--- src/rtl/pipe_skid_reg.sv ---
// pipe_skid_reg: inter-stage pipeline register with valid/ready handshake and a one-entry skid buffer.
// Outputs come straight from the main register; ready_o is a pure function of registered state.
module pipe_skid_reg #(
    parameter int                 INSTR_W   = 32,
    parameter int                 PC_W      = 32,
    parameter int                 DATA_W    = 32,
    parameter int                 CTRL_W    = 8,
    parameter logic [INSTR_W-1:0] NOP_INSTR = 32'h00000013
) (
    input  logic               clk_i,
    input  logic               reset_ni,
    input  logic               flush_i,
    input  logic               valid_i,
    output logic               ready_o,
    input  logic [INSTR_W-1:0] instr_i,
    input  logic [PC_W-1:0]    pc_i,
    input  logic [DATA_W-1:0]  data_i,
    input  logic [CTRL_W-1:0]  ctrl_i,
    output logic               valid_o,
    input  logic               ready_i,
    output logic [INSTR_W-1:0] instr_o,
    output logic [PC_W-1:0]    pc_o,
    output logic [DATA_W-1:0]  data_o,
    output logic [CTRL_W-1:0]  ctrl_o,
    output logic [1:0]         count_o
);
    logic               m_valid, s_valid;
    logic [INSTR_W-1:0] m_instr, s_instr, n_instr;
    logic [PC_W-1:0]    m_pc, s_pc, n_pc;
    logic [DATA_W-1:0]  m_data, s_data, n_data;
    logic [CTRL_W-1:0]  m_ctrl, s_ctrl, n_ctrl;
    logic               accept, fire, m_load;

    assign ready_o = ~s_valid;
    assign accept  = valid_i & ready_o;
    assign fire    = m_valid & ready_i;
    assign m_load  = ~m_valid | fire;

    // The skid entry is older than any incoming beat, so it always refills M first.
    always_comb begin
        n_instr = s_valid ? s_instr : accept ? instr_i : NOP_INSTR;
        n_pc    = s_valid ? s_pc    : accept ? pc_i    : '0;
        n_data  = s_valid ? s_data  : accept ? data_i  : '0;
        n_ctrl  = s_valid ? s_ctrl  : accept ? ctrl_i  : '0;
    end

    always_ff @(posedge clk_i) begin
        if (!reset_ni || flush_i) begin
            m_valid <= 1'b0;
            s_valid <= 1'b0;
            m_instr <= NOP_INSTR;
            m_pc    <= '0;
            m_data  <= '0;
            m_ctrl  <= '0;
        end else if (m_load) begin
            m_valid <= s_valid | accept;
            s_valid <= 1'b0;
            m_instr <= n_instr;
            m_pc    <= n_pc;
            m_data  <= n_data;
            m_ctrl  <= n_ctrl;
        end else if (accept) begin
            s_valid <= 1'b1;
        end
    end

    // Skid payload is only observable through s_valid, so it needs no reset.
    always_ff @(posedge clk_i) begin
        if (accept && !m_load) begin
            s_instr <= instr_i;
            s_pc    <= pc_i;
            s_data  <= data_i;
            s_ctrl  <= ctrl_i;
        end
    end

    assign valid_o = m_valid;
    assign instr_o = m_instr;
    assign pc_o    = m_pc;
    assign data_o  = m_data;
    assign ctrl_o  = m_ctrl;
    assign count_o = {1'b0, m_valid} + {1'b0, s_valid};
endmodule

--- config.mk ---
export PLATFORM = sky130hd
export DESIGN_NAME = pipe_skid_reg
export DESIGN_NICKNAME = d
export VERILOG_FILES = /design/src/rtl/pipe_skid_reg.sv
export SDC_FILE = /design/constraint.sdc
export NUM_CORES = 1
export LEC_CHECK = 0
export ABC_AREA = 1
export CAP_MARGIN = 0
export CELL_PAD_IN_SITES_DETAIL_PLACEMENT = 1
export CELL_PAD_IN_SITES_GLOBAL_PLACEMENT = 1
export CORE_ASPECT_RATIO = 0.9
export CORE_MARGIN = 8
export CORE_UTILIZATION = 40
export CTS_BUF_LIST = sky130_fd_sc_hd__clkbuf_8
export DETAILED_ROUTE_END_ITERATION = 6
export PLACE_DENSITY = 0.95
export REMOVE_ABC_BUFFERS = 1
export SYNTH_ARGS = -nofsm -noshare
export SYNTH_HDL_FRONTEND = slang
export SYNTH_SLANG_ARGS = --single-unit
--- constraint.sdc ---
create_clock -name clk_i -period 12 [get_ports clk_i]
set_input_delay 1.2 -clock clk_i [delete_from_list [all_inputs] [get_ports clk_i]]
set_output_delay 1.2 -clock clk_i [all_outputs]
set_load 0.02 [all_outputs]
# After elaboration in Yosys (flattened, before gate mapping)
# Cells that the tools add are included.
# classes
n_addsub	1
multipliers	0
div	0
order_cmp	0
n_eq_ne	0
n_shift	0
muxes	8
bitwise	6
n_reduce_logical	5
# op_table
cell	count
32-bit 2-to-1 mux	6
8-bit 2-to-1 mux	2
1-bit by 1-bit adder with 2-bit output	1
1-bit bitwise AND	2
1-bit logical NOT	2
1-bit inverter	2
1-bit bitwise OR	2
2-bit OR reduction	1
1-bit logical AND	1
1-bit logical OR	1
# word_totals
regBits	210
latch_bits	0
ramBits	0
mem_bits_ro	0
input_bits	109
word_cells	30
mem_count	0

# Longest topological paths before layout
# Gate-level depths: netlist of run 1.
# depth
depth_word	4
ltp_mapped	8

# Worst setup path before layout of run 1
# Ideal clock, no wire load.
# synth_path
path_kind	in2reg
startpoint	input ready_i
endpoint	register s_ctrl[0] (enable)
setup_ns	0.570
t_arrival_ns	5.968
required_time_ns	11.430
setup_slack_ns	5.463
stages	4
cell_sequence	inv_1 nand2_2 clkbuf_1 nor2_1
# synth_between
elab_chain_len	4
# synth_rtl
item	line_no	text
start: declaration	20	input logic ready_i,
1-bit bitwise AND	36	assign fire = m_valid & ready_i;
1-bit bitwise OR	37	assign m_load = ~m_valid | fire;
1-bit logical NOT	69	if (accept && !m_load) begin
1-bit logical AND	69	
end signal: assignment	73	s_ctrl <= ctrl_i;
end: declaration	31	logic [CTRL_W-1:0] m_ctrl, s_ctrl, n_ctrl;
# No other way between the ends.
# A chain may end at the register's enable or synchronous reset.

# Worst setup path in the final report of run 1
# layout_path
startpoint	register s_valid
endpoint	output count_o[0]
# layout_between
elab_chain_len	1
# layout_rtl
item	line_no	text
start: declaration	27	logic m_valid, s_valid;
start signal: assignment	50	s_valid <= 1'b0;
start signal: assignment	57	s_valid <= 1'b0;
start signal: assignment	63	s_valid <= 1'b1;
1-bit by 1-bit adder with 2-bit output	82	assign count_o = {1'b0, m_valid} + {1'b0, s_valid};
end: declaration	25	output logic [1:0] count_o
# No other way between the ends.

==> key figures, run 1 <==
Status
  • Outcome: finished, final reports clean

Layout
  • Syn-to-layout area delta: 32.7%
  • Post-route core utilization: 54.1%
  • Leading cell type in the layout, fill and taps excluded: sky130_fd_sc_hd__nand2_1
  • Post-layout instance area: 12200 µm²
  • Fillcell total: 2814
  • Area of the multi-input gates: 2830 µm²
  • Number of nets at the end of the flow: 1531
  • Commonest non-fill, non-tap cells in the layout: 415 x sky130_fd_sc_hd__nand2_1, 304 x sky130_fd_sc_hd__nor2_1, 232 x sky130_fd_sc_hd__inv_1, 216 x sky130_fd_sc_hd__clkdlybuf4s50_1, 105 x sky130_fd_sc_hd__dfxtp_1
  • Combined flip-flop and latch cell area: 5250 µm²
  • Non-filler instance count after layout: 1749
  • Share of cells above drive strength 1: 4.27%

Route
  • # DRC: 0
  • Total Wirelength: 29.2 mm
  • Violation count after the first detailed-routing iteration: 400
  • Number of vias per cell: 4.68
  • Post-detailed-route count of antenna-violating nets: 0
  • Detailed-router iteration count before antenna repair: 5
  • Wire per inst: 16.7 µm
  • Total number of vias: 8177

Logic synthesis
  • Cell Area, Synth: 9180 µm²
  • Post-Synthesis Mean Instance Area: 7.57 µm²
  • Register area share after synthesis: 57.1%
  • Instance count of the mapped netlist: 1213
  • Warnings, synthesis: 0
  • Number of synthesized register bits: 210
  • Count of distinct cell types in the synthesized netlist: 17

Timing
  • Final hold violation count: 0
  • Total Negative Setup Slacks: 0 ns
  • Unrepaired setup endpoints after global routing: false
  • Period utilization: 28.3%
  • Worst clock skew: 0.0232 ns
  • Minimum period implied by the final worst setup slack: 3.40 ns
  • Setup Viol. Count Final: 0
  • Worst slew slack as a fraction of its limit: 19.5%
  • Achievable frequency: 0.294 GHz
  • Number of max-slew violations in the final report: 0
  • Transition time at the pin with the least slew margin: 1.21 ns

Power and ir drop
  • Sw frac: 25.1%
  • Clock power share: 40.1%
  • Overall power of the completed layout: 1.60 mW
  • Total power divided by cell area: 131 nW/µm²
  • Peak supply drop: 0.0825 mV
  • Static Leakage: 5.40 nW
  • Logic gate share of total power: 11.1%
  • Power share of the sequential group: 48.8%
  • Internal power: 1.20 mW
  • P_sw: 0.402 mW

Clock tree
  • Number of buffers between clock root and the deepest sink: 3
  • Hold-fix buffer count after cts: 0
  • Root buf cell: sky130_fd_sc_hd__clkbuf_8
  • Cells resized by post-CTS repair: 0
  • Depth of the CTS H-tree: 2
  • Clk slew on worst S/H paths: 0.06 ns
  • TritonCTS clock tree: yes
  • Post-CTS setup repair buffer count: 0
  • # clock sinks: 210
  • CTS Buf Count: 38
  • Latest clock arrival within the worst-skew pair: 0.51 ns

Job
  • Maxcap violations: 0

Setup path
  • Signal arrival time at the worst endpoint: 2.20 ns
  • Crit path kind: flop to output pin
  • Maximum fanout encountered on the critical timing path: 55
  • Crit end category: output pin
  • Setup crit start kind: flop
  • Critical path data required time: 10.80 ns

Floorplanning
  • Vertical die dimension: 160 µm
  • Number of I/O pins: 217
  • Cell row count: 52
  • Initial core utilization: 40.8%
  • Standard cell core area: 22500 µm²
  • Die Outline Area: 28100 µm²
  • Die width: 176 µm

Place
  • Area after DPL: 11500 µm²
  • DP Cell Count: 1678
  • Number of port buffers: 216
  • Final weighted congestion in routability-driven placement: 0.769
  • Post-DP HPWL: 18.8 mm

Global route
  • Wire length of the first global-routing pass: 46.9 mm
  • Via count of the first global-routing pass: 9091
  • Maximum number of pins on one net before global-route repair: 103
  • Overflow left after global routing: 0
  • All-Layer GR Usage: 20.5%
  • Initial antenna violation count: 1

Min path
  • Hold/Removal Path Class: flop to flop
[cell type report]
type	count	share of cell area [%]
multi-input cells	735	23.2
diodes	1	0.0205
clock inverters	27	1.07
well taps	297	3.05
repair buffers	224	18.2
flip-flops and latches	210	43.1
inverters	212	6.53
clock buffers	43	4.86
[kinds of logic (layout without fill, tap and decap cells)]
group | count (synthesis) | count (layout) | synth area share (%)
and+or+nand+nor | 733 | 733 | 30.2
buffers and inverters | 268 | 506 | 12.4
DFF | 210 | 210 | 57.1
adders and majority gates | 1 | 1 | 0.136
AOI/OAI and AO/OA | 1 | 1 | 0.0545
other | 0 | 1 | 0
[worst paths after layout]
kind                                          startpoint                        to  slack, ns  depth (start not counted)
worst min register to register  instr_o[13]$_SDFFE_PP0P_  instr_o[13]$_SDFFE_PP0P_       0.52                          4
worst max-delay path                s_valid$_SDFFE_PP0N_                count_o[0]       8.60                          2
worst min-delay path            instr_o[13]$_SDFFE_PP0P_  instr_o[13]$_SDFFE_PP0P_       0.52                          4
worst max register to register      s_valid$_SDFFE_PP0N_   data_o[29]$_SDFFE_PP0P_       9.30                          6
[power by group through the flow]
| stage | clock (mW) | combinational (mW) | sequential (mW) |
|---|---|---|---|
| 2_1_floorplan | 0 | 0.0688 | 0.810 |
| 3_3_place_gp | 0 | 0.168 | 0.794 |
| 3_5_place_dp | 0 | 0.176 | 0.795 |
| 4_1_cts | 0.660 | 0.179 | 0.780 |
| 5_1_grt | 0.694 | 0.195 | 0.782 |
| 6_report | 0.642 | 0.177 | 0.780 |
[cell usage after synthesis]
| cell | instances | share of area [%] |
|---|---|---|
| sky130_fd_sc_hd__inv_1 | 210 | 8.6 |
| sky130_fd_sc_hd__nor2_2 | 1 | 0.068 |
| sky130_fd_sc_hd__clkbuf_1 | 14 | 0.57 |
| sky130_fd_sc_hd__buf_6 | 9 | 1.1 |
| sky130_fd_sc_hd__nand3b_1 | 3 | 0.25 |
| sky130_fd_sc_hd__inv_2 | 2 | 0.082 |
| sky130_fd_sc_hd__nand2_1 | 415 | 17 |
| sky130_fd_sc_hd__ha_1 | 1 | 0.14 |
| sky130_fd_sc_hd__dfxtp_1 | 106 | 23 |
| sky130_fd_sc_hd__edfxtp_1 | 104 | 34 |
| sky130_fd_sc_hd__buf_4 | 12 | 0.98 |
| sky130_fd_sc_hd__buf_2 | 19 | 1.0 |
| sky130_fd_sc_hd__nor2_1 | 306 | 13 |
| sky130_fd_sc_hd__buf_1 | 2 | 0.082 |
| sky130_fd_sc_hd__nand2_2 | 2 | 0.14 |
| sky130_fd_sc_hd__nand3_1 | 6 | 0.33 |
| sky130_fd_sc_hd__o21ai_0 | 1 | 0.054 |
[flip-flops by register name, indices dropped and copies added, names as in the netlist]
name and flops:
valid_o 1, data_o 32, s_pc 32, ctrl_o 8, s_ctrl 8, pc_o 32
s_valid 1, s_instr 32, instr_o 32, s_data 32
[through the flow]
stage	hold WS, ns	setup slack, ns
3_3_place_gp	0.500	8.53
3_5_place_dp	0.513	8.38
6_report	0.518	8.60
2_1_floorplan	0.512	4.45
4_1_cts	0.523	8.53
5_1_grt	0.553	8.48
[worst max-delay path, cell delays in order, from the launching register on]
cell and delay (ns):
sky130_fd_sc_hd__dfxtp_4 0.78, sky130_fd_sc_hd__ha_1 0.36, sky130_fd_sc_hd__clkdlybuf4s50_1 0.54
[per-layer routing]
metal / vias to the layer above / wire length, µm / GRT usage (%)
li1: 3943 / - / -
met1: 3914 / 11800 / 22.8
met2: 240 / 14400 / 36.1
met3: 80 / 1890 / 5.70
met4: 0 / 1140 / 8.93
met5: - / 0 / 0
No activity file was read; power rests on OpenSTA's default activity.
==> run 2, diff against run 1 <==
Settings changed: CORE_UTILIZATION 40 to 37, PLACE_DENSITY 0.95 to 0.93.
Clock period 12 ns to 3.2 ns, I/O delays scaled along.
==> run 2 against run 1 <==
Power increased to 3.8 times the previous value. Non-clock buffer count unchanged. Largest power group unchanged. Die area increased by 7.3%. Clock skew increased by 0.0038 ns. Worst setup slack got worse by 7.6 ns. Wire length decreased by 2.5%. Global-route usage decreased by 1.7 points. Final cell count increased by 0.69%. Via count decreased by 2.1%. Sequential share of layout area decreased by 0.33 points.
==> key figures, run 2 (synthesized netlist as in run 1, its figures left out) <==
Global route
  • All-Layer GR Usage: 18.8% (-1.7 points)
  • Maximum number of pins on one net before global-route repair: 106 (+2.9%)
  • Overflow left after global routing: 0 (unchanged)
  • Via count of the first global-routing pass: 8957 (-1.5%)
  • Wire length of the first global-routing pass: 45.6 mm (-2.8%)
  • Initial antenna violation count: 1 (unchanged)

Floorplanning
  • Die width: 182 µm (+3.6%)
  • Vertical die dimension: 165 µm (+3.6%)
  • Die Outline Area: 30100 µm² (+7.3%)
  • Number of I/O pins: 217 (unchanged)
  • Cell row count: 54 (+3.8%)
  • Initial core utilization: 37.8% (-3.0 points)
  • Standard cell core area: 24300 µm² (+8.0%)

Clock tree
  • TritonCTS clock tree: yes
  • Clk slew on worst S/H paths: 0.06 ns (about the same)
  • Number of buffers between clock root and the deepest sink: 3 (unchanged)
  • Depth of the CTS H-tree: 2 (unchanged)
  • Latest clock arrival within the worst-skew pair: 0.52 ns (about the same)
  • CTS Buf Count: 39 (+2.6%)
  • Post-CTS setup repair buffer count: 0 (unchanged)
  • # clock sinks: 210 (unchanged)
  • Cells resized by post-CTS repair: 0 (unchanged)
  • Root buf cell: sky130_fd_sc_hd__clkbuf_8
  • Hold-fix buffer count after cts: 0 (unchanged)

Setup path
  • Crit path kind: flop to output pin
  • Maximum fanout encountered on the critical timing path: 7 (-87%)
  • Setup crit start kind: flop
  • Reg2Reg Launch Point: s_valid$_SDFFE_PP0N_
  • Critical path data required time: 2.88 ns (-7.92 ns)
  • Crit end category: output pin
  • CP startpoint: valid_o$_SDFFE_PP0P_
  • Signal arrival time at the worst endpoint: 1.92 ns (-0.28 ns)

Power and ir drop
  • Logic gate share of total power: 11.1% (about the same)
  • Sw frac: 25.1% (-0.047 points)
  • Clock power share: 40.2% (about the same)
  • Static Leakage: 5.41 nW (about the same)
  • Total power divided by cell area: 489 nW/µm² (+270%)
  • Peak supply drop: 0.246 mV (+200%)
  • P_sw: 1.51 mW (+270%)
  • Power share of the sequential group: 48.7% (about the same)
  • Internal power: 4.50 mW (+280%)

Timing
  • Setup Viol. Count Final: 0 (unchanged)
  • Minimum period implied by the final worst setup slack: 2.24 ns
  • Final hold violation count: 0 (unchanged)
  • Transition time at the pin with the least slew margin: 1.21 ns (+0.00245 ns)
  • Total Negative Setup Slacks: 0 ns (unchanged)
  • Post-route setup slack: 0.960 ns (-7.64 ns)
  • Smallest hold slack: 0.380 ns (-0.139 ns)
  • Unrepaired setup endpoints after global routing: false
  • Number of max-slew violations in the final report: 0 (unchanged)
  • Worst slew slack as a fraction of its limit: 19.3% (-0.16 points)
  • Period utilization: 70.0%
  • Worst clock skew: 0.0270 ns (+0.00378 ns)
  • Achievable frequency: 0.446 GHz

Route
  • Number of vias per cell: 4.54 (-2.8%)
  • Wire per inst: 16.2 µm (-3.1%)
  • Post-detailed-route count of antenna-violating nets: 0 (unchanged)
  • Total Wirelength: 28.5 mm (-2.5%)
  • Total number of vias: 8003 (-2.1%)
  • Violation count after the first detailed-routing iteration: 377 (-5.8%)
  • # DRC: 0 (unchanged)
  • Detailed-router iteration count before antenna repair: 4 (-1)

Min path
  • HP Start: data_i[16]
  • Hold/Removal Path Class: input port to flop

Place
  • Worst slack after detailed placement: 1.08 ns (-7.30 ns)
  • Number of port buffers: 216 (unchanged)
  • Post-DP HPWL: 18.2 mm (-3.0%)
  • Final weighted congestion in routability-driven placement: 0.762 (-0.79%)

Layout
  • Commonest non-fill, non-tap cells in the layout: 415 x sky130_fd_sc_hd__nand2_1, 304 x sky130_fd_sc_hd__nor2_1, 226 x sky130_fd_sc_hd__inv_1, 216 x sky130_fd_sc_hd__clkdlybuf4s50_1, 105 x sky130_fd_sc_hd__dfxtp_1
  • Number of nets at the end of the flow: 1532 (+0.065%)
  • Syn-to-layout area delta: 33.8%
  • Share of cells above drive strength 1: 4.34% (+0.066 points)
  • Leading cell type in the layout, fill and taps excluded: sky130_fd_sc_hd__nand2_1

Job
  • Maxcap violations: 0 (unchanged)

Status
  • Outcome: finished, final reports clean
[run 2: power groups by stage]
stage                     Sequential, mW  Clock, mW  Combinational, mW
final                               2.93       2.42              0.665
after global placement              2.98          0              0.638
after CTS                           2.93       2.50              0.676
after detailed placement            2.98          0              0.668
after floorplan                     3.04          0              0.258
after global routing                2.93       2.63              0.734
[run 2: metrics by stage]
stage          instance area [µm²]  util (%)  total power, mW  cells
2_1_floorplan                 8840         -             3.30   1157
3_3_place_gp                 11600      47.5             3.62   1689
3_5_place_dp                 11600      47.5             3.65   1689
4_1_cts                      12300      50.5             6.10   1760
5_1_grt                      12300      50.5             6.30   1760
6_report                     12300      50.5             6.01   1761
[run 2: layout make-up]
cell class	instances	area [µm²]
Inverter	212	796
Clock buffer	43	592
Clock inverter	28	135
Antenna cell	1	2.50
Fill cell	2991	12000
Timing Repair Buffer	224	2300
Sequential cell	210	5250
Tap cell	308	385
Multi-Input combinational cell	735	2830
[run 2: critical path, stage by stage (launching register included)]
cell	delay (ns)
sky130_fd_sc_hd__dfxtp_1	0.56
sky130_fd_sc_hd__ha_1	0.31
sky130_fd_sc_hd__clkdlybuf4s50_1	0.55
[run 2: worst paths after layout]
check	to	depth (start not counted)	slack [ns]
hold / removal	s_data[16]$_DFFE_PP_	1	0.38
hold reg to reg	ctrl_o[1]$_SDFFE_PP0P_	4	0.52
setup reg to reg	data_o[11]$_SDFFE_PP0P_	5	1.34
setup / recovery	count_o[0]	2	0.96
[run 2: layer usage]
layer / vias up / global-route usage [%] / part of all wire [%] / routed length, µm
li1: 3950 / - / - / -
met1: 3766 / 20.6 / 41 / 11700
met2: 221 / 34.7 / 50 / 14200
met3: 66 / 5.07 / 6.4 / 1840
met4: 0 / 6.81 / 2.7 / 756
met5: - / 0 / 0 / 0
